$ cat src/rtl/ram_bist_ctrl.sv
// March-less RAM self-test: write pattern(a) = a ^ SEED to every word, read it back, count mismatches.
// Start-to-done latency 2*depth+1 cycles; no backpressure, abort/reset abandon the test immediately.
module ram_bist_ctrl #(
    parameter int                ADDR_W = 6,
    parameter int                DATA_W = 8,
    parameter logic [DATA_W-1:0] SEED   = 8'hA5
) (
    input  logic              i_clk,
    input  logic              i_rst,
    input  logic              i_start,
    input  logic              i_abort,
    output logic              o_ce,
    output logic              o_we,
    output logic [ADDR_W-1:0] o_addr,
    output logic [DATA_W-1:0] o_wdata,
    input  logic [DATA_W-1:0] i_rdata,
    output logic              o_busy,
    output logic              o_done,
    output logic              o_pass,
    output logic [ADDR_W:0]   o_err_cnt,
    output logic [ADDR_W-1:0] o_first_err_addr,
    output logic              o_first_err_vld
);

    typedef enum logic [2:0] {
        S_IDLE,
        S_WRITE,
        S_READ,
        S_DRAIN,
        S_DONE
    } state_t;

    localparam logic [ADDR_W-1:0] CNT_LAST = '1;
    localparam logic [ADDR_W:0]   ERR_MAX  = {1'b1, {ADDR_W{1'b0}}};

    function automatic logic [DATA_W-1:0] pattern(input logic [ADDR_W-1:0] a);
        logic [DATA_W-1:0] ext;
        ext = '0;
        for (int i = 0; i < ADDR_W && i < DATA_W; i++) begin
            ext[i] = a[i];
        end
        return ext ^ SEED;
    endfunction

    state_t              state_q;
    state_t              state_d;
    logic [ADDR_W-1:0]   cnt_q;
    logic [ADDR_W-1:0]   cnt_d;
    logic                cmp_vld_q;
    logic                cmp_vld_d;
    logic [ADDR_W-1:0]   cmp_addr_q;
    logic [ADDR_W-1:0]   cmp_addr_d;
    logic [ADDR_W:0]     err_cnt_q;
    logic [ADDR_W-1:0]   first_err_addr_q;
    logic                first_err_vld_q;
    logic                start_acc;
    logic                mismatch;

    // Read data lags the address by one cycle, so compares use the piped address.
    // The compare on an abort edge is dropped: the test is being abandoned.
    assign mismatch = cmp_vld_q && !i_abort && (i_rdata != pattern(cmp_addr_q));

    always_comb begin
        state_d    = state_q;
        cnt_d      = cnt_q;
        cmp_vld_d  = 1'b0;
        cmp_addr_d = cmp_addr_q;
        start_acc  = 1'b0;
        if (i_abort) begin
            state_d = S_IDLE;
            cnt_d   = '0;
        end else begin
            case (state_q)
                S_IDLE, S_DONE: begin
                    if (i_start) begin
                        state_d   = S_WRITE;
                        cnt_d     = '0;
                        start_acc = 1'b1;
                    end
                end
                S_WRITE: begin
                    cnt_d = cnt_q + 1'b1;
                    if (cnt_q == CNT_LAST) begin
                        state_d = S_READ;
                    end
                end
                S_READ: begin
                    cnt_d      = cnt_q + 1'b1;
                    cmp_vld_d  = 1'b1;
                    cmp_addr_d = cnt_q;
                    if (cnt_q == CNT_LAST) begin
                        state_d = S_DRAIN;
                    end
                end
                S_DRAIN: begin
                    state_d = S_DONE;
                    cnt_d   = '0;
                end
                default: begin
                    state_d = S_IDLE;
                    cnt_d   = '0;
                end
            endcase
        end
    end

    always_ff @(posedge i_clk or posedge i_rst) begin
        if (i_rst) begin
            state_q    <= S_IDLE;
            cnt_q      <= '0;
            cmp_vld_q  <= 1'b0;
            cmp_addr_q <= '0;
        end else begin
            state_q    <= state_d;
            cnt_q      <= cnt_d;
            cmp_vld_q  <= cmp_vld_d;
            cmp_addr_q <= cmp_addr_d;
        end
    end

    always_ff @(posedge i_clk or posedge i_rst) begin
        if (i_rst) begin
            err_cnt_q        <= '0;
            first_err_addr_q <= '0;
            first_err_vld_q  <= 1'b0;
        end else if (start_acc) begin
            err_cnt_q        <= '0;
            first_err_addr_q <= '0;
            first_err_vld_q  <= 1'b0;
        end else if (mismatch) begin
            if (err_cnt_q != ERR_MAX) begin
                err_cnt_q <= err_cnt_q + 1'b1;
            end
            if (!first_err_vld_q) begin
                first_err_addr_q <= cmp_addr_q;
                first_err_vld_q  <= 1'b1;
            end
        end
    end

    // RAM-side and status outputs are pure decodes of the registered state.
    always_comb begin
        o_ce    = 1'b0;
        o_we    = 1'b0;
        o_addr  = '0;
        o_wdata = '0;
        o_busy  = 1'b0;
        o_done  = 1'b0;
        o_pass  = 1'b0;
        case (state_q)
            S_WRITE: begin
                o_ce    = 1'b1;
                o_we    = 1'b1;
                o_addr  = cnt_q;
                o_wdata = pattern(cnt_q);
                o_busy  = 1'b1;
            end
            S_READ: begin
                o_ce   = 1'b1;
                o_addr = cnt_q;
                o_busy = 1'b1;
            end
            S_DRAIN: begin
                o_busy = 1'b1;
            end
            S_DONE: begin
                o_done = 1'b1;
                o_pass = (err_cnt_q == '0);
            end
            default: begin
                o_busy = 1'b0;
            end
        endcase
    end

    assign o_err_cnt        = err_cnt_q;
    assign o_first_err_addr = first_err_addr_q;
    assign o_first_err_vld  = first_err_vld_q;

endmodule

$ cat config.mk
export PLATFORM = sky130hd
export DESIGN_NAME = ram_bist_ctrl
export DESIGN_NICKNAME = d
export VERILOG_FILES = /design/src/rtl/ram_bist_ctrl.sv
export SDC_FILE = /design/constraint.sdc
export NUM_CORES = 1
export LEC_CHECK = 0
export ABC_AREA = 1
export CORE_ASPECT_RATIO = 1.5
export CORE_UTILIZATION = 40
export CTS_CLUSTER_DIAMETER = 50
export DETAILED_ROUTE_END_ITERATION = 12
export GPL_ROUTABILITY_DRIVEN = 0
export PLACE_DENSITY = 0.74
export SYNTH_ARGS = -nofsm -noshare
export SYNTH_HDL_FRONTEND = slang
export SYNTH_SLANG_ARGS = --single-unit
$ cat constraint.sdc
create_clock -name i_clk -period 2.3 [get_ports i_clk]
set_clock_uncertainty 0.1 [all_clocks]
set_input_delay 0.345 -clock i_clk [delete_from_list [all_inputs] [get_ports i_clk]]
set_output_delay 0.345 -clock i_clk [all_outputs]
set_load 0.05 [all_outputs]
# [Word-level counts from Yosys, hierarchy flattened]
# Cells that the tools add are included.
[totals] regBits=30 latchBits=0 mem_bits_rw=0 mem_bits_ro=0 input_bits=12 out_inout_bits=33 word_cells=65 n_memories=0
[op_classes] addsub=2 n_mul=0 div_mod_pow=0 n_lt_le_gt_ge=0 n_eq_ne=11 shifts=0 n_mux=28 bitwise_logic=3 reduce_logical=14
[op_table] cell="6-bit 2-to-1 mux" n=6
[op_table] cell="7-bit 2-to-1 mux" n=3
[op_table] cell="1-bit 2-to-1 mux" n=12
[op_table] cell="3-bit 2-to-1 mux" n=4
[op_table] cell="3-bit one-hot mux with 4 select lines" n=1
[op_table] cell="6-bit one-hot mux with 2 select lines" n=1
[op_table] cell="3-bit != test (second input constant)" n=3
[op_table] cell="8-bit 2-to-1 mux" n=1
[op_table] cell="8-bit != test" n=1
[op_table] cell="3-bit inverter with 4-bit output" n=2
[op_table] cell="7-bit by 1-bit adder with 7-bit output (second input constant)" n=1
[op_table] cell="7-bit logical NOT" n=1
[op_table] cell="7-bit != test (second input constant)" n=1
[op_table] cell="6-bit by 1-bit adder with 6-bit output (second input constant)" n=1
[op_table] cell="3-bit by 2-bit == test with 1-bit output (second input constant)" n=2
[op_table] cell="6-bit == test (second input constant)" n=1
[op_table] cell="2-bit AND reduction" n=3
[op_table] cell="2-bit nonzero test" n=2
[op_table] cell="2-bit OR reduction" n=2
[op_table] cell="3-bit by 1-bit == test with 1-bit output (second input constant)" n=1
[op_table] cell="3-bit == test (second input constant)" n=1
[op_table] cell="3-bit logical NOT" n=1
[op_table] cell="3-bit AND reduction" n=1
[op_table] cell="3-bit OR reduction" n=1
[op_table] cell="other kinds (4)" n=5

# [Depth between registers and ports, before layout]
# Gate-level depths: netlist (run 1).
[depth] ltp_word=6 ltp_mapped=10 mapped_depth_nobuf=10

# [Least setup slack after synthesis (run 1)]
# No wires, ideal clock.
[synth_path] path_type="reg-to-output" start="register err_cnt_q[0], in the netlist o_err_cnt[0]" end="output port o_pass" arrival_ns=2.502 required_time_ns=1.855 setup_slack_ns=-0.647 path_stages_with_launch=7 path_buffers=0 cell_sequence="dfrtp_1 -> inv_1 -> ha_1 -> nand2_1 -> nor2_1 -> nand2_1 -> nor4_1"
[synth_via] elab_chain_cells=2
[synth_rtl] element="start: declaration" line_no="53" text="logic [ADDR_W:0] err_cnt_q;"
[synth_rtl] element="start signal: assignment" line_no="132" text="err_cnt_q <= err_cnt_q + 1'b1;"
[synth_rtl] element="7-bit logical NOT" line_no="168" text="o_pass = (err_cnt_q == '0);"
[synth_rtl] element="1-bit 2-to-1 mux" line_no="150" text="case (state_q)"
[synth_rtl] element="end: declaration" line_no="19" text="output logic o_pass,"
# Every way passes these cells.

# [Worst setup path in the final report (run 1)]
[layout_path] start="register state_q[2]" end="output port o_addr[4]"
[layout_via] elab_chain_cells=3 word_cells_on_any_way=4 classes_between="2 x eq/ne; 1 x mux; 1 x reduce/logical"
[layout_rtl] element="start: declaration" line_no="45" text="state_t state_q;"
[layout_rtl] element="start signal: assignment" line_no="114" text="state_q <= state_d;"
[layout_rtl] element="3-bit by 2-bit == test with 1-bit output or 3-bit by 1-bit == test with 1-bit output (tied branches)" line_no="150"
[layout_rtl] element="2-bit OR reduction (no line) *"
[layout_rtl] element="6-bit 2-to-1 mux *" line_no="150"
[layout_rtl] element="end: declaration" line_no="14" text="output logic [ADDR_W-1:0] o_addr,"
# Mark *: on every way between the ends. The rest lies on a longest branch, timed or not.

==> results of run 1 <==
layer usage:
layer,track usage [%],vias to the layer above,part of all wire (%)
met5,0,-,0
met4,6.65,0,1.5
met3,4.83,7,4.7
met2,34.2,41,53
met1,19.5,739,41
li1,-,834,-
through the flow:
step,worst slack (ns),instance area [sq um],std cells
2_1_floorplan,0.196,1760,238
3_3_place_gp,0.395,2270,325
3_5_place_dp,0.370,2270,325
4_1_cts,0.196,2360,333
5_1_grt,0.0203,2360,333
6_report,0.209,2360,333
cell families after synthesis:
kind of cell / count (synthesis) / share of synthesized area [%]
adders and majority gates: 3 / 2.15
buffers and inverters: 40 / 9.98
other: 1 / 0.215
xor gates and xnor gates: 4 / 2.01
and+or+nand+nor: 140 / 36.4
AOI/OAI and AO/OA: 20 / 6.17
DFF: 30 / 43.1
layout by cell type, fill, tap and decap left out:
cell,count
nand2_1,54
nor2_1,43
inv_1,32
dfrtp_1,30
clkdlybuf4s50_1,25
nand3_1,24
buf_4,14
o21ai_0,10
a21oi_1,7
nand2_2,7
buf_12,7
clkbuf_8,6
nand3_2,3
xor2_1,3
ha_1,3
clkinv_2,2
inv_2,2
nand2_4,2
nor3_1,2
nor3b_1,2
nor2_2,1
nor3_4,1
o21ai_2,1
xnor2_1,1
nor4_4,1
o311ai_0,1
o21ai_1,1
conb_1,1
clkbuf_1,1
state kept, by name, summed over array words and instances (netlist names):
signal and cells:
o_err_cnt 7, cmp_addr_q 6, cnt_q 6, o_first_err_addr 6, state_q 3, cmp_vld_q 1, o_first_err_vld 1
path summary, 6_finish.rpt:
check | from | end | slack (ns)
max | state_q[2] | o_addr[4] | 0.21
min | i_rst | o_err_cnt[5] | 0.33
max reg2reg | o_err_cnt[0] | o_err_cnt[2] | 0.66
min reg2reg | o_first_err_addr[1] | o_first_err_addr[1] | 0.41
max in group asynchronous | i_rst | cmp_addr_q[3] | 1.48
min in group i_clk | o_first_err_addr[1] | o_first_err_addr[1] | 0.41
where the power goes:
| group | internal [mW] | switching [mW] | total [mW] |
|---|---|---|---|
| Clock | 0.241 | 0.198 | 0.439 |
| Combinational | 0.591 | 1.32 | 1.91 |
| Sequential | 0.705 | 0.162 | 0.867 |
| Total | 1.54 | 1.68 | 3.22 |
critical path, stage by stage, from the launching register on:
cell,delay (ns)
dfrtp_1,0.41
inv_1,0.16
nand3_1,0.17
nand2_4,0.15
inv_1,0.11
nor2_1,0.20
buf_12,0.17
layout make-up:
cell class	instances	share of cell area [%]
repair buffers	46	21.0
flip-flops and latches	30	31.8
well taps	46	2.44
clock inverters	1	0.212
multi-input cells	168	35.3
clock buffers	7	3.66
inverters	35	5.62
==> summary.md, run 1 <==
| Metric | Value |
|---|---|
| Buffers added on ports | `43` |
| Hold WS | `about 0.33 ns` |
| Mapped cell area | `roughly 0.0017 sq mm` |
| Final #Nets | `~300` |
| Post-DR vias/cell | `between 4 and 5` |
| Mapped Nets | `roughly 250` |
| Synthesized flop and latch total | `30` |
| Sequential area share after synthesis | `between 40 and 50%` |
| R2r worst-path depth | `9` |
| CTS Root Cell | `clkbuf_8` |
| Post-synth cell types | `26` |
| PwrDens | `between 1000 and 1500 mW/mm^2` |
| Crit path time final | `about 2.1 ns` |
| Asr flop ratio synth | `100%` |
| Period utilization | `~91%` |
| CTS tree | `yes` |
| CTS Sinks | `30` |
| Initial antenna violation count | `0` |
| LEAKAGE | `1.16 nW` |
| FF/Latch Area | `between 700 and 800 sq um` |
| CP required | `about 1.9 ns` |
| Clock Path Buffers | `2` |
| Gr ovfl total | `0` |
| Post-Synthesis Cells | `roughly 240` |
| Total GRT Usage | `between 15 and 20%` |
| Clk_lat worst skew | `~0.28 ns` |
| EDFF count, synth | `0` |
| Area of the multi-input gates | `approximately 830 sq um` |
| Pin count of the biggest net entering global routing | `31` |
| Top-count cell post-synth | `nand2_1` |
| Status | `complete, no violations` |
| Final Setup Violations | `0` |
| Area leader, netlist | `dfrtp_1` |
| Hold Path Class | `in2async` |
| Initial DRC Count | `56` |
| Mapped Avg Cell Area | `7.32 sq um` |
| Initial Util | `between 40% and 50%` |
| Rows | `29` |
| CP endpoint kind | `primary output` |
| DR WL/cell | `around 12 um` |
| Total Routed Length | `~4000 um` |
| Top cells by area, synth | `dfrtp_1 (43%), nand2_1 (12%), nor2_1 (9.3%)` |
| Max frequency | `around 480 MHz` |
| CP max FO | `6` |
| Layout cells sized above 1 | `roughly 16%` |
| First-pass GRT wire length | `roughly 6700 um` |
| TNS Setup | `0 ns` |
| Height of the die | `just over 80 um` |
| Number of diodes | `0` |
| CP Launch Type | `flop` |
| Worst EP arrival | `roughly 1.7 ns` |
| Util after Layout | `a little under three fifths` |
| Via count | `around 1.6k` |
| Area Overhead vs Synth | `35.5%` |
| I/O pin count | `45` |
| Core Box Area | `~0.0042 sq mm` |
| Total power draw | `~3.2 mW` |
| Hold-fix buffers, CTS | `0` |
| Setup CP Type | `reg2out` |
| Clk pin slew, worst setup/hold paths | `~0.07 ns` |
| FILL cells | `around 400` |
| Post-CTS setup repair buffer count | `0` |
| Synth warn | `0` |
| Top_reg_cell synth | `dfrtp_1` |
| RSZ-0062 raised after global routing | `false` |
| HPWL after DPL | `roughly 3000 um` |
| Chip width | `~56 um` |
| Max-Cap Viols | `0` |
| CTS Buf Count | `5` |
| Post-cts resize count | `0` |
| # H-tree levels | `2` |
| DIE AREA | `0.00463 sq mm` |
| Final Slew Violations | `0` |
| # DRC | `0` |
| Peak supply drop | `between 900 and 1000 uV` |
| Top-area cell type share of the netlist area | `between 40% and 50%` |
| Most instantiated cells after synthesis | `nand2_1 (54), nor2_1 (43), inv_1 (32)` |
| Vias in the first global route | `roughly 1.5k` |
| First-pass DRT Iterations | `5` |
| Fin. Hold Viols | `0` |
| Routed Antenna Nets | `0` |
Power figures use the tool's default switching activity.
==> run 2, diff against run 1 <==
--- a/config.mk
+++ b/config.mk
@@ -8,6 +8,7 @@
 export ABC_AREA = 1
 export CORE_ASPECT_RATIO = 1.5
 export CORE_UTILIZATION = 40
+export CTS_BUF_LIST = sky130_fd_sc_hd__clkbuf_8 sky130_fd_sc_hd__clkbuf_16
 export CTS_CLUSTER_DIAMETER = 50
 export DETAILED_ROUTE_END_ITERATION = 12
 export GPL_ROUTABILITY_DRIVEN = 0
==> run 2 against run 1 <==
Against the previous run: combinational power is essentially flat; cell count did not move; die area stayed put; critical path type unchanged.
==> summary.md, run 2 (synthesized netlist as in run 1, its figures left out) <==
| Metric | Value |
|---|---|
| Number of diodes | `0` |
| Initial DRC Count | `50` |
| Period utilization | `91.0%` |
| Status | `complete, no violations` |
| Setup slack after placement | `around 0.37 ns` |
| Buffers added on ports | `43` |
| Via count | `between 1.5k and 2k` |
| Post-DR vias/cell | `4.83` |
| TNS Setup | `0 ns` |
| Hold Path Class | `in2async` |
| Final #Nets | `around 300` |
| FF-to-FF End | `o_err_cnt[1]` |
| Max-Cap Viols | `0` |
| Peak supply drop | `about 920 uV` |
| Max frequency | `about 480 MHz` |
| # H-tree levels | `2` |
| Layout cells sized above 1 | `about 16%` |
| First-pass DRT Iterations | `6` |
| Initial Util | `between 40% and 50%` |
| Chip width | `approximately 56 um` |
| Setup CP Type | `reg2out` |
| CP Launch Type | `flop` |
| Post-CTS setup repair buffer count | `0` |
| CTS Sinks | `30` |
| Hold-fix buffers, CTS | `0` |
| Core Box Area | `about 0.0042 sq mm` |
| HPWL after DPL | `around 3000 um` |
| Clk_lat worst skew | `0.28 ns` |
| DIE AREA | `between 0.004 and 0.005 sq mm` |
| Total Routed Length | `slightly below 4000 um` |
| CTS tree | `yes` |
| Worst EP arrival | `~1.7 ns` |
| RSZ-0062 raised after global routing | `false` |
| First-pass GRT wire length | `around 6700 um` |
| Clock Path Buffers | `2` |
| Post-cts resize count | `0` |
| # DRC | `0` |
| Pin count of the biggest net entering global routing | `31` |
| Crit path time final | `~2.1 ns` |
| Routed Antenna Nets | `0` |
| R2r worst-path depth | `9` |
| Final Setup Violations | `0` |
| Vias in the first global route | `1544` |
| CTS Buf Count | `5` |
| I/O pin count | `45` |
| Most frequent cells in the layout | `nand2_1 (54), nor2_1 (43), inv_1 (33)` |
| PwrDens | `approximately 1400 mW/mm^2` |
| FILL cells | `just over 400` |
| CP endpoint kind | `primary output` |
| CTS Root Cell | `clkbuf_8` |
| Clk pin slew, worst setup/hold paths | `~0.070 ns` |
| Setup slack after layout | `approximately 0.21 ns` |
| DR WL/cell | `between 10 and 15 um` |
| Max FFs per register | `7` |
| Gr ovfl total | `0` |
| LEAKAGE | `1.17 nW` |
| CP required | `1.86 ns` |
| Most common cell after layout, fill and taps aside | `nand2_1` |
| Initial antenna violation count | `0` |
| Total GRT Usage | `a little under a fifth` |
| Internal reg-to-reg setup slack | `about 0.65 ns` |
| Beginning of the worst register-to-register path | `o_err_cnt[0]` |
| Area Overhead vs Synth | `35.5%` |
| Height of the die | `between 80 and 90 um` |
| Rows | `29` |
| Final Slew Violations | `0` |
| CP max FO | `6` |
| Fin. Hold Viols | `0` |
run 2: worst max-delay path, cell delays in order, from the launching register on:
cell and delay [ns]:
dfrtp_1 0.41, inv_1 0.16, nand3_1 0.17, nand2_4 0.15, inv_1 0.11, nor2_1 0.20, buf_12 0.17
run 2: power breakdown:
group	total [mW]	leakage, nW	switching [mW]	internal [mW]
Clock	0.434	0.0524	0.197	0.236
Sequential	0.867	0.408	0.162	0.705
Combinational	1.91	0.706	1.32	0.591
run 2: metrics by stage:
step           cell area [sq um]  hold slack, ns  instances  power [mW]  util, %
6_report                    2360           0.333        333        3.21     56.1
5_1_grt                     2360           0.369        333        3.42     56.1
4_1_cts                     2360           0.344        333        3.24     56.1
3_5_place_dp                2270           0.401        325        2.80     53.9
3_3_place_gp                2270           0.397        325        2.77     53.9
2_1_floorplan               1760           0.336        238        2.24        -
run 2: how the worst max path moves through the flow:
stage	startpoint	to	slack [ns]
2_1_floorplan	state_q[2]	o_addr[0]	0.20
3_3_place_gp	i_abort	cnt_q[5]	0.39
3_5_place_dp	i_abort	cnt_q[5]	0.37
4_1_cts	o_err_cnt[0]	o_pass	0.20
5_1_grt	o_err_cnt[0]	o_pass	0.02
6_report	state_q[2]	o_addr[4]	0.21
run 2: metal layers:
metal  part of all wire (%)  GRT usage (%)  routed length (um)  vias up
met5                      0              0                   0        -
met4                    1.4           6.65                  54        0
met3                    4.7           4.83                 185        5
met2                     53           34.2                2090       43
met1                     41           19.5                1590      729
li1                       -              -                   -      833
run 2: area by class of cell:
type	instances	area (sq um)	area share, %
Clock buffer	6	82.6	3.50
Timing Repair Buffer	46	495	21.0
Clock inverter	2	8.76	0.371
Inverter	35	133	5.62
Tap cell	46	57.6	2.44
Sequential cell	30	751	31.8
Multi-Input combinational cell	168	833	35.3
